File: src/rtl/led_pattern_gen.sv
// LED pattern generator: bounce, rotate, bar fill and blink patterns stepped by a prescaled clock.
// Optional global PWM dimming (BRIGHT port) is compiled in when LED_PATTERN_PWM_EN is defined.
module led_pattern_gen #(
  parameter int unsigned CLK_HZ     = 27000000,
  parameter int unsigned STEP_HZ    = 10,
  parameter int unsigned NUM_LEDS   = 6,
  parameter bit          ACTIVE_LOW = 1'b1,
  parameter int unsigned PWM_BITS   = 4
) (
  input  logic                CLK,
  input  logic                nRST,
  input  logic                MODE_NEXT,
  input  logic [1:0]          SPEED,
`ifdef LED_PATTERN_PWM_EN
  input  logic [PWM_BITS-1:0] BRIGHT,
`endif
  output logic [NUM_LEDS-1:0] LEDS,
  output logic [1:0]          MODE,
  output logic                STEP
);

  typedef enum logic [1:0] {
    MODE_BOUNCE = 2'd0,
    MODE_ROTATE = 2'd1,
    MODE_BAR    = 2'd2,
    MODE_BLINK  = 2'd3
  } mode_e;

  localparam int unsigned         DIV     = CLK_HZ / STEP_HZ;
  localparam logic [NUM_LEDS-1:0] PAT_ONE = NUM_LEDS'(1);
  localparam logic [NUM_LEDS-1:0] PAT_ALL = '1;

  if (DIV < 8) begin : gBadDiv
    $error("led_pattern_gen: CLK_HZ/STEP_HZ must be at least 8");
  end
  if (NUM_LEDS < 2) begin : gBadLeds
    $error("led_pattern_gen: NUM_LEDS must be at least 2");
  end
  if (PWM_BITS < 1) begin : gBadPwm
    $error("led_pattern_gen: PWM_BITS must be at least 1");
  end

  mode_e               mode_q, mode_d;
  logic [NUM_LEDS-1:0] pat_q, pat_d;
  logic                dirUp_q, dirUp_d;
  logic [31:0]         count_q, count_d;
  logic                stepPend_q, stepPend_d;
  logic                step_q, step_d;
  logic [NUM_LEDS-1:0] leds_q, leds_d;

  logic [31:0]         pmax;
  logic                tick;
  logic [NUM_LEDS-1:0] patAdv;
  logic                dirAdv;
  logic [NUM_LEDS-1:0] g;

  // Prescaler compare uses >= so a mid-period drop to a faster speed wraps on the next edge.
  always_comb begin
    pmax = (32'(DIV) >> SPEED) - 32'd1;
    tick = (SPEED != 2'd3) && (count_q >= pmax);
  end

  // Pattern advance for the current mode; the bounce reverses and moves in the same step.
  always_comb begin
    patAdv = pat_q;
    dirAdv = dirUp_q;
    case (mode_q)
      MODE_BOUNCE: begin
        if (dirUp_q) begin
          if (pat_q[NUM_LEDS-1]) begin
            patAdv = pat_q >> 1;
            dirAdv = 1'b0;
          end else begin
            patAdv = pat_q << 1;
          end
        end else begin
          if (pat_q[0]) begin
            patAdv = pat_q << 1;
            dirAdv = 1'b1;
          end else begin
            patAdv = pat_q >> 1;
          end
        end
      end
      MODE_ROTATE: patAdv = {pat_q[NUM_LEDS-2:0], pat_q[NUM_LEDS-1]};
      MODE_BAR: begin
        // Bit 0 is set throughout the fill phase and clear throughout the empty phase.
        if (pat_q == '0) begin
          patAdv = PAT_ONE;
        end else if (&pat_q) begin
          patAdv = pat_q << 1;
        end else begin
          patAdv = {pat_q[NUM_LEDS-2:0], pat_q[0]};
        end
      end
      MODE_BLINK: patAdv = (&pat_q) ? '0 : PAT_ALL;
      default: patAdv = pat_q;
    endcase
  end

  // A mode change takes priority over a coincident tick and never raises STEP.
  always_comb begin
    mode_d     = mode_q;
    pat_d      = pat_q;
    dirUp_d    = dirUp_q;
    count_d    = count_q;
    stepPend_d = 1'b0;
    if (MODE_NEXT) begin
      mode_d  = mode_e'(mode_q + 2'd1);
      pat_d   = (mode_d == MODE_BLINK) ? PAT_ALL : PAT_ONE;
      dirUp_d = 1'b1;
      count_d = '0;
    end else if (SPEED == 2'd3) begin
      count_d = '0;
    end else if (tick) begin
      pat_d      = patAdv;
      dirUp_d    = dirAdv;
      count_d    = '0;
      stepPend_d = 1'b1;
    end else begin
      count_d = count_q + 32'd1;
    end
  end

`ifdef LED_PATTERN_PWM_EN
  logic [PWM_BITS-1:0] pc_q;
  logic                pwmOn;

  always_ff @(posedge CLK or negedge nRST) begin
    if (!nRST) begin
      pc_q <= '0;
    end else begin
      pc_q <= pc_q + 1'b1;
    end
  end

  always_comb begin
    pwmOn = (pc_q < BRIGHT) | (&BRIGHT);
    g     = pat_q & {NUM_LEDS{pwmOn}};
  end
`else
  always_comb begin
    g = pat_q;
  end
`endif

  // STEP is delayed one extra stage so it lines up with the first cycle LEDS shows the new pattern.
  always_comb begin
    step_d = stepPend_q;
    leds_d = ACTIVE_LOW ? ~g : g;
  end

  always_ff @(posedge CLK or negedge nRST) begin
    if (!nRST) begin
      mode_q     <= MODE_BOUNCE;
      pat_q      <= PAT_ONE;
      dirUp_q    <= 1'b1;
      count_q    <= '0;
      stepPend_q <= 1'b0;
      step_q     <= 1'b0;
      leds_q     <= ACTIVE_LOW ? ~PAT_ONE : PAT_ONE;
    end else begin
      mode_q     <= mode_d;
      pat_q      <= pat_d;
      dirUp_q    <= dirUp_d;
      count_q    <= count_d;
      stepPend_q <= stepPend_d;
      step_q     <= step_d;
      leds_q     <= leds_d;
    end
  end

  assign LEDS = leds_q;
  assign MODE = mode_q;
  assign STEP = step_q;

endmodule

File: config.mk
export PLATFORM = sky130hd
export DESIGN_NAME = led_pattern_gen
export DESIGN_NICKNAME = d
export VERILOG_FILES = /design/src/rtl/led_pattern_gen.sv
export SDC_FILE = /design/constraint.sdc
export NUM_CORES = 1
export LEC_CHECK = 0
export ABC_AREA = 1
export BUFFER_PORTS_ARGS = -buffer_cell sky130_fd_sc_hd__buf_2
export CORE_ASPECT_RATIO = 0.5
export CORE_UTILIZATION = 40
export CTS_BUF_LIST = sky130_fd_sc_hd__clkbuf_2 sky130_fd_sc_hd__clkbuf_4 sky130_fd_sc_hd__clkbuf_8
export CTS_CLUSTER_DIAMETER = 50
export DETAILED_ROUTE_END_ITERATION = 8
export PLACE_DENSITY = 0.65
export SKIP_CTS_REPAIR_TIMING = 1
export SLEW_MARGIN = 15
export SYNTH_ARGS = -nofsm -noshare
export SYNTH_HDL_FRONTEND = slang
export SYNTH_SLANG_ARGS = --single-unit
File: constraint.sdc
create_clock -name CLK -period 2.2 [get_ports CLK]
set_clock_uncertainty 0.05 [all_clocks]
set_input_delay 0.44 -clock CLK [delete_from_list [all_inputs] [get_ports CLK]]
set_output_delay 0.44 -clock CLK [all_outputs]
set_load 0.02 [all_outputs]
==> results.yml, run 1 <==
status:
  status: "completed"
yosys:
  ys_ff_latch: 49
  synth_xor_area_share_pct: 3.59
  yosysUniqueCellTypes: 34
  synth.most_common_cell: "nand2_1"
  syn_area_um2: 2930
  synth_adder_area_share_pct: 13.3
  yosys_warnings: 0
  synthSimpleGateAreaFrac_pct: 28.5
  synth_mux_area_share_pct: 0
  synth_compound_area_share_pct: 5.60
  synth_top_area_share_pct: 35.9
  ys_top_cells_by_area: "dfrtp_1, ha_1, nand2_1"
  synthTopCellsByCount: "nand2_1, nor2_1, inv_1"
  synth-main-ff-cell: "dfrtp_1"
  synth-edff-count: 0
  syn-mean-instance-area_um2: 8.19
  ys_seq_area_share_pct: 42.2
  ys_async_sr_fraction_pct: 100
  yosysTopAreaCell: "dfrtp_1"
  synth_top_family_by_area: "simple AND/OR/NAND/NOR gates"
  syn_inst: 357
cts:
  clk_path_buf_depth: 2
  clock_latency_ns: 0.30
  clock-root-buffer: "clkbuf_8"
  cts_sinks: 49
  htree_levels: 2
  path_clk_slew_ns: 0.10
  cts_made_buffers: 5
  tritoncts: "yes"
placement:
  dp_hpwl_mm: 4.52
  dp_slack_ns: -0.333
  gp_congestion: 0.881
  io_buffer_count: 13
drt:
  wire_per_inst_um: 12.7
  drt-total-wl_mm: 6.21
  first_pass_iters: 4
  top_layer_used: "met4"
  wl_met1_mm: 3.19
  route.met2.wl_mm: 2.74
  drc_errors: 0
  viasPerCell: 4.88
  wl_met3_um: 225
  ant_nets: 0
  vias: 2385
  detail_route.iter0.violations: 78
worst_setup_path:
  crit_type: "input port to flip-flop"
  rr_startpoint: "count_q[7]"
  rrSetupSlack_ns: 0.24
  crit_family: "simple AND/OR/NAND/NOR gates"
  timing.rr.end: "count_q[21]"
  crit_buf_inv: 6
  crit_arrival_ns: 2.23
  endpoint_kind: "flip-flop"
  cp-start-kind: "input port"
  path_max_fanout: 5
  critPathMaxStageDelay_ns: 0.26
  path_cells: "buf_2 -> buf_4 -> ha_1 -> inv_1 -> buf_4 -> ha_1 -> inv_1 -> nor2_1 -> nand2_1 -> a21oi_2 -> nor2_4 -> nand2_2 -> nand2_2 -> buf_4 -> nand3_1 -> nand3_1"
  crit_top_cell: "buf_4"
  rr_worst_depth: 13
  crit_slowest_cell: "ha_1"
  required_ns: 2.34
hold_path:
  hp-class: "input port to asynchronous set/reset pin"
floorplan:
  die-area_um2: 7680
  die_w_um: 123
  core_region_area_um2: 6880
  initial_core_util_pct: 42.5
  row_count: 21
  dieHeight_um: 62.5
  ios: 14
timing:
  finalCriticalPeriod_ns: 2.09
  tightest_slew_ns: 0.513
  finalWorstSetupSlack_ns: 0.110
  finalSetupViolCount: 0
  clock.fmax_mhz: 478
  relSlewSlack_pct: 65.8
  slew_violations: 0
  finalHoldViolCount: 0
  period_share_pct: 95.0
power:
  p_leak_nw: 1.65
  vdd_drop_max_mv: 0.696
  p_per_area_nw_per_um2: 776
  finalPower_mw: 2.69
finish:
  fillers: 669
  antenna_cells: 0
  drive_gt1_share_pct: 18.6
  syn_to_final_growth_pct: 18.6
  layout.nets: 432
global_route:
  grt_pass1_vias: 2254
  antenna_found_initial: 0
  grt_pass1_wl_mm: 10.3
  grt_max_degree: 31
  grt_overflow: 0
  grt_usage_pct: 17.3
flow_run:
  drv_cap: 0
-- stage by stage --
step | cell area, um2 | std cells | hold WS (ns) | TNS (ns) | utilization [%]
2_1_floorplan | 2960 | 365 | 0.0944 | 0 | -
3_3_place_gp | 3240 | 479 | 0.292 | -6.45 | 47.0
3_5_place_dp | 3240 | 479 | 0.295 | -7.16 | 47.0
4_1_cts | 3350 | 487 | 0.0492 | -0.0240 | 48.7
5_1_grt | 3470 | 489 | 0.0654 | -0.0598 | 50.4
6_report | 3470 | 489 | 0.0478 | 0 | 50.4
-- worst reg2reg max path: cells and delay by family (launching register included) --
kind,cells,cell delay [ns]
buf+inv,3,0.30
simple gates,8,0.66
compound gates,1,0.13
fa+ha+maj,1,0.31
flops,1,0.46
-- worst max path at each step --
stage,start,to,slack [ns],cells past startpoint
3_3_place_gp,SPEED[1],g[2],-0.31,15
3_5_place_dp,SPEED[1],g[2],-0.33,15
5_1_grt,SPEED[0],count_q[21],-0.04,16
6_report,SPEED[0],g[1],0.11,16
2_1_floorplan,SPEED[0],count_q[13],0.02,14
4_1_cts,SPEED[1],count_q[9],-0.01,13
-- state kept, by name, summed over array words and instances, names as in the netlist --
signal	flops
dirUp_q	1
STEP	1
LEDS	6
g	6
MODE	2
count_q	32
stepPend_q	1
-- power by group --
| group | internal, mW | total (mW) | switching, mW |
|---|---|---|---|
| Combinational | 0.292 | 0.832 | 0.539 |
| Clock | 0.347 | 0.677 | 0.330 |
| Sequential | 1.07 | 1.18 | 0.115 |
-- per-layer routing --
| layer | global-route usage, % | up-vias |
|---|---|---|
| li1 | - | 1212 |
| met2 | 27.2 | 52 |
| met5 | 0 | - |
| met1 | 23.8 | 1115 |
| met3 | 4.65 | 6 |
| met4 | 3.66 | 0 |
-- cell usage in the layout (no fill, tap or decap), types with 6 or more instances in the layout --
master,synthesis,layout
nand2_1,76,74
nor2_1,54,53
inv_1,46,43
dfrtp_1,42,42
ha_1,31,27
nand3_1,19,19
o21ai_0,16,16
buf_2,1,13
buf_4,1,12
conb_1,1,9
xor2_1,8,8
dfstp_2,7,7
nor3_1,7,7
nand4_1,6,6
nor3_2,6,6
-- layout make-up --
type	instances	area, um2	share of cell area (%)
Clock buffer	5	68.8	1.98
Clock inverter	3	47.5	1.37
Inverter	47	176	5.08
Multi-Input combinational cell	265	1610	46.3
Sequential cell	49	1230	35.6
Tap cell	92	115	3.32
Timing Repair Buffer	28	220	6.35
-- cells by family (layout without fill, tap and decap cells) --
logic type | after synthesis | count (layout)
other cells | 1 | 9
compound gates | 29 | 29
fa+ha+maj | 31 | 31
simple gates | 184 | 184
flops | 49 | 49
buf+inv | 51 | 83
xor+xnor | 12 | 12
(Power assumes the default switching activity.)
==> run 2: changes to the inputs <==
--- a/config.mk
+++ b/config.mk
@@ -5,7 +5,6 @@
 export SDC_FILE = /design/constraint.sdc
 export NUM_CORES = 1
 export LEC_CHECK = 0
-export ABC_AREA = 1
 export BUFFER_PORTS_ARGS = -buffer_cell sky130_fd_sc_hd__buf_2
 export CORE_ASPECT_RATIO = 0.5
 export CORE_UTILIZATION = 40
==> results.yml, run 2 <==
worst_setup_path:
  endpoint_kind: "flip-flop"
  critPathMaxStageDelay_ns: 0.55
  path_max_fanout: 6
  crit_arrival_ns: 2.91
  cp-start-kind: "input port"
  path_cells: "buf_8 -> clkinvlp_4 -> ha_4 -> inv_4 -> ha_4 -> and2_4 -> a221o_1 -> a221oi_2 -> a21oi_1 -> or4b_4 -> clkbuf_16 -> nor2_4"
  crit_top_cell: "ha_4"
  required_ns: 2.39
  crit_slowest_cell: "or4b_4"
  crit_type: "input port to flip-flop"
yosys:
  yosysTopAreaCell: "dfrtp_1"
  synth.most_common_cell: "dfrtp_1"
  ys_ff_latch: 49
  yosysUniqueCellTypes: 40
  yosys_warnings: 0
  synth_top_area_share_pct: 38.0
  synth-main-ff-cell: "dfrtp_1"
  synthTopCellsByCount: "dfrtp_1, nor2_1, ha_1"
  ys_seq_area_share_pct: 44.7
  syn-mean-instance-area_um2: 9.84
  ys_async_sr_fraction_pct: 100
  synth-edff-count: 0
  syn_area_um2: 2770
  syn_inst: 281
  ys_top_cells_by_area: "dfrtp_1, ha_1, dfstp_2"
cts:
  clk_path_buf_depth: 2
  cts_sinks: 49
  path_clk_slew_ns: 0.09
  clock_latency_ns: 0.31
  clock-root-buffer: "clkbuf_8"
  htree_levels: 2
  tritoncts: "yes"
  cts_made_buffers: 5
global_route:
  grt_max_degree: 19
  grt_usage_pct: 18.5
  grt_pass1_vias: 2180
  grt_overflow: 0
  antenna_found_initial: 0
  grt_pass1_wl_mm: 10.2
finish:
  final_cell_area_um2: 3670
  max_flop_register: "count_q"
  antenna_cells: 0
  final_cell_mix: "dfrtp_1, buf_4, ha_1, nor2_1, inv_1"
  syn_to_final_growth_pct: 32.9
  final_common_cell: "dfrtp_1"
  layout.nets: 377
  largest_reg_flops: 32
  drive_gt1_share_pct: 33.3
floorplan:
  ios: 14
  initial_core_util_pct: 43.5
  dieHeight_um: 60.8
  die-area_um2: 7270
  core_region_area_um2: 6360
  row_count: 20
  die_w_um: 120
drt:
  wl_met3_um: 191
  detail_route.iter0.violations: 98
  drc_errors: 0
  viasPerCell: 5.11
  first_pass_iters: 4
  ant_nets: 0
  wire_per_inst_um: 15.5
  top_layer_used: "met4"
  route.met2.wl_mm: 3.29
  drt-total-wl_mm: 6.65
  vias: 2198
  wl_met1_mm: 3.08
timing:
  clock.fmax_mhz: 369
  slew_violations: 0
  whs_ns: 0.312
  finalHoldViolCount: 0
  finalSetupViolCount: 31
  rsz0062_at_grt: "true"
  tightest_slew_ns: 0.528
  period_share_pct: 123
  finalCriticalPeriod_ns: 2.71
  finalWorstSetupSlack_ns: -0.513
  relSlewSlack_pct: 64.4
power:
  p_per_area_nw_per_um2: 746
  p_leak_nw: 1.62
  vdd_drop_max_mv: 0.573
placement:
  gp_congestion: 0.858
  dpl-instance-area_um2: 3240
  io_buffer_count: 13
  dp_hpwl_mm: 4.69
flow_run:
  drv_cap: 0
status:
  status: "finished, violations left"
  failed_checks: "negative setup slack"
hold_path:
  hp-class: "flip-flop to flip-flop"
==> run 2: report_power, final <==
part / leakage [nW] / switching [mW] / internal (mW)
clock: 0.0478 / 0.319 / 0.259
sequential: 0.623 / 0.152 / 1.07
combinational: 0.948 / 0.552 / 0.385
total: 1.62 / 1.02 / 1.72
==> run 2: worst max-delay path: cells and delay by family <==
kind                     cells  cell delay (ns)
AO/OA/AOI/OAI                3             0.71
adder cells (fa/ha/maj)      2             0.52
buffers and inverters        4             0.41
AND/OR/NAND/NOR              3             0.80
==> run 2: worst paths after layout <==
path                             from     endpoint  slack [ns]  cells past startpoint
max in group asynchronous        nRST      LEDS[1]        0.95                      3
min in group asynchronous        nRST  count_q[25]        0.53                      2
min                        stepPend_q         STEP        0.31                      0
max                          SPEED[0]  count_q[10]       -0.51                     12
max reg2reg                count_q[9]  count_q[10]       -0.39                      8
min reg2reg                stepPend_q         STEP        0.31                      0
==> run 2: cell type report <==
| type | count | area [um2] |
|---|---|---|
| fill | 529 | 2680 |
| clock inverter | 2 | 16.3 |
| clock buffer | 6 | 82.6 |
| timing repair buffer | 55 | 438 |
| sequential | 49 | 1230 |
| tap | 88 | 110 |
| multi-input combinational | 207 | 1700 |
| inverter | 23 | 92.6 |
==> run 2: metrics by stage <==
step	total power, mW	setup slack [ns]	instances	TNS, ns	utilization, %
2_1_floorplan	1.77	-0.598	289	-16.26	-
3_3_place_gp	2.00	-0.750	417	-21.14	50.9
3_5_place_dp	2.03	-0.869	417	-24.51	50.9
4_1_cts	2.61	-0.532	425	-14.08	52.5
5_1_grt	2.92	-0.596	430	-15.89	57.8
6_report	2.74	-0.513	430	-13.52	57.8
==> run 2: cells by family after synthesis <==
logic type	share of synthesized area, %
XOR/XNOR	6.97
flip-flops	44.7
multiplexers	0.407
adder cells (fa/ha/maj)	14.0
AND/OR/NAND/NOR	17.1
buffers and inverters	5.11
AO/OA/AOI/OAI	11.6
other	0.136
==> run 2: routing by layer <==
metal	global-route usage (%)	up-vias
met4	6.25	0
li1	-	1084
met5	0	-
met2	32.6	27
met1	23.5	1080
met3	3.57	7
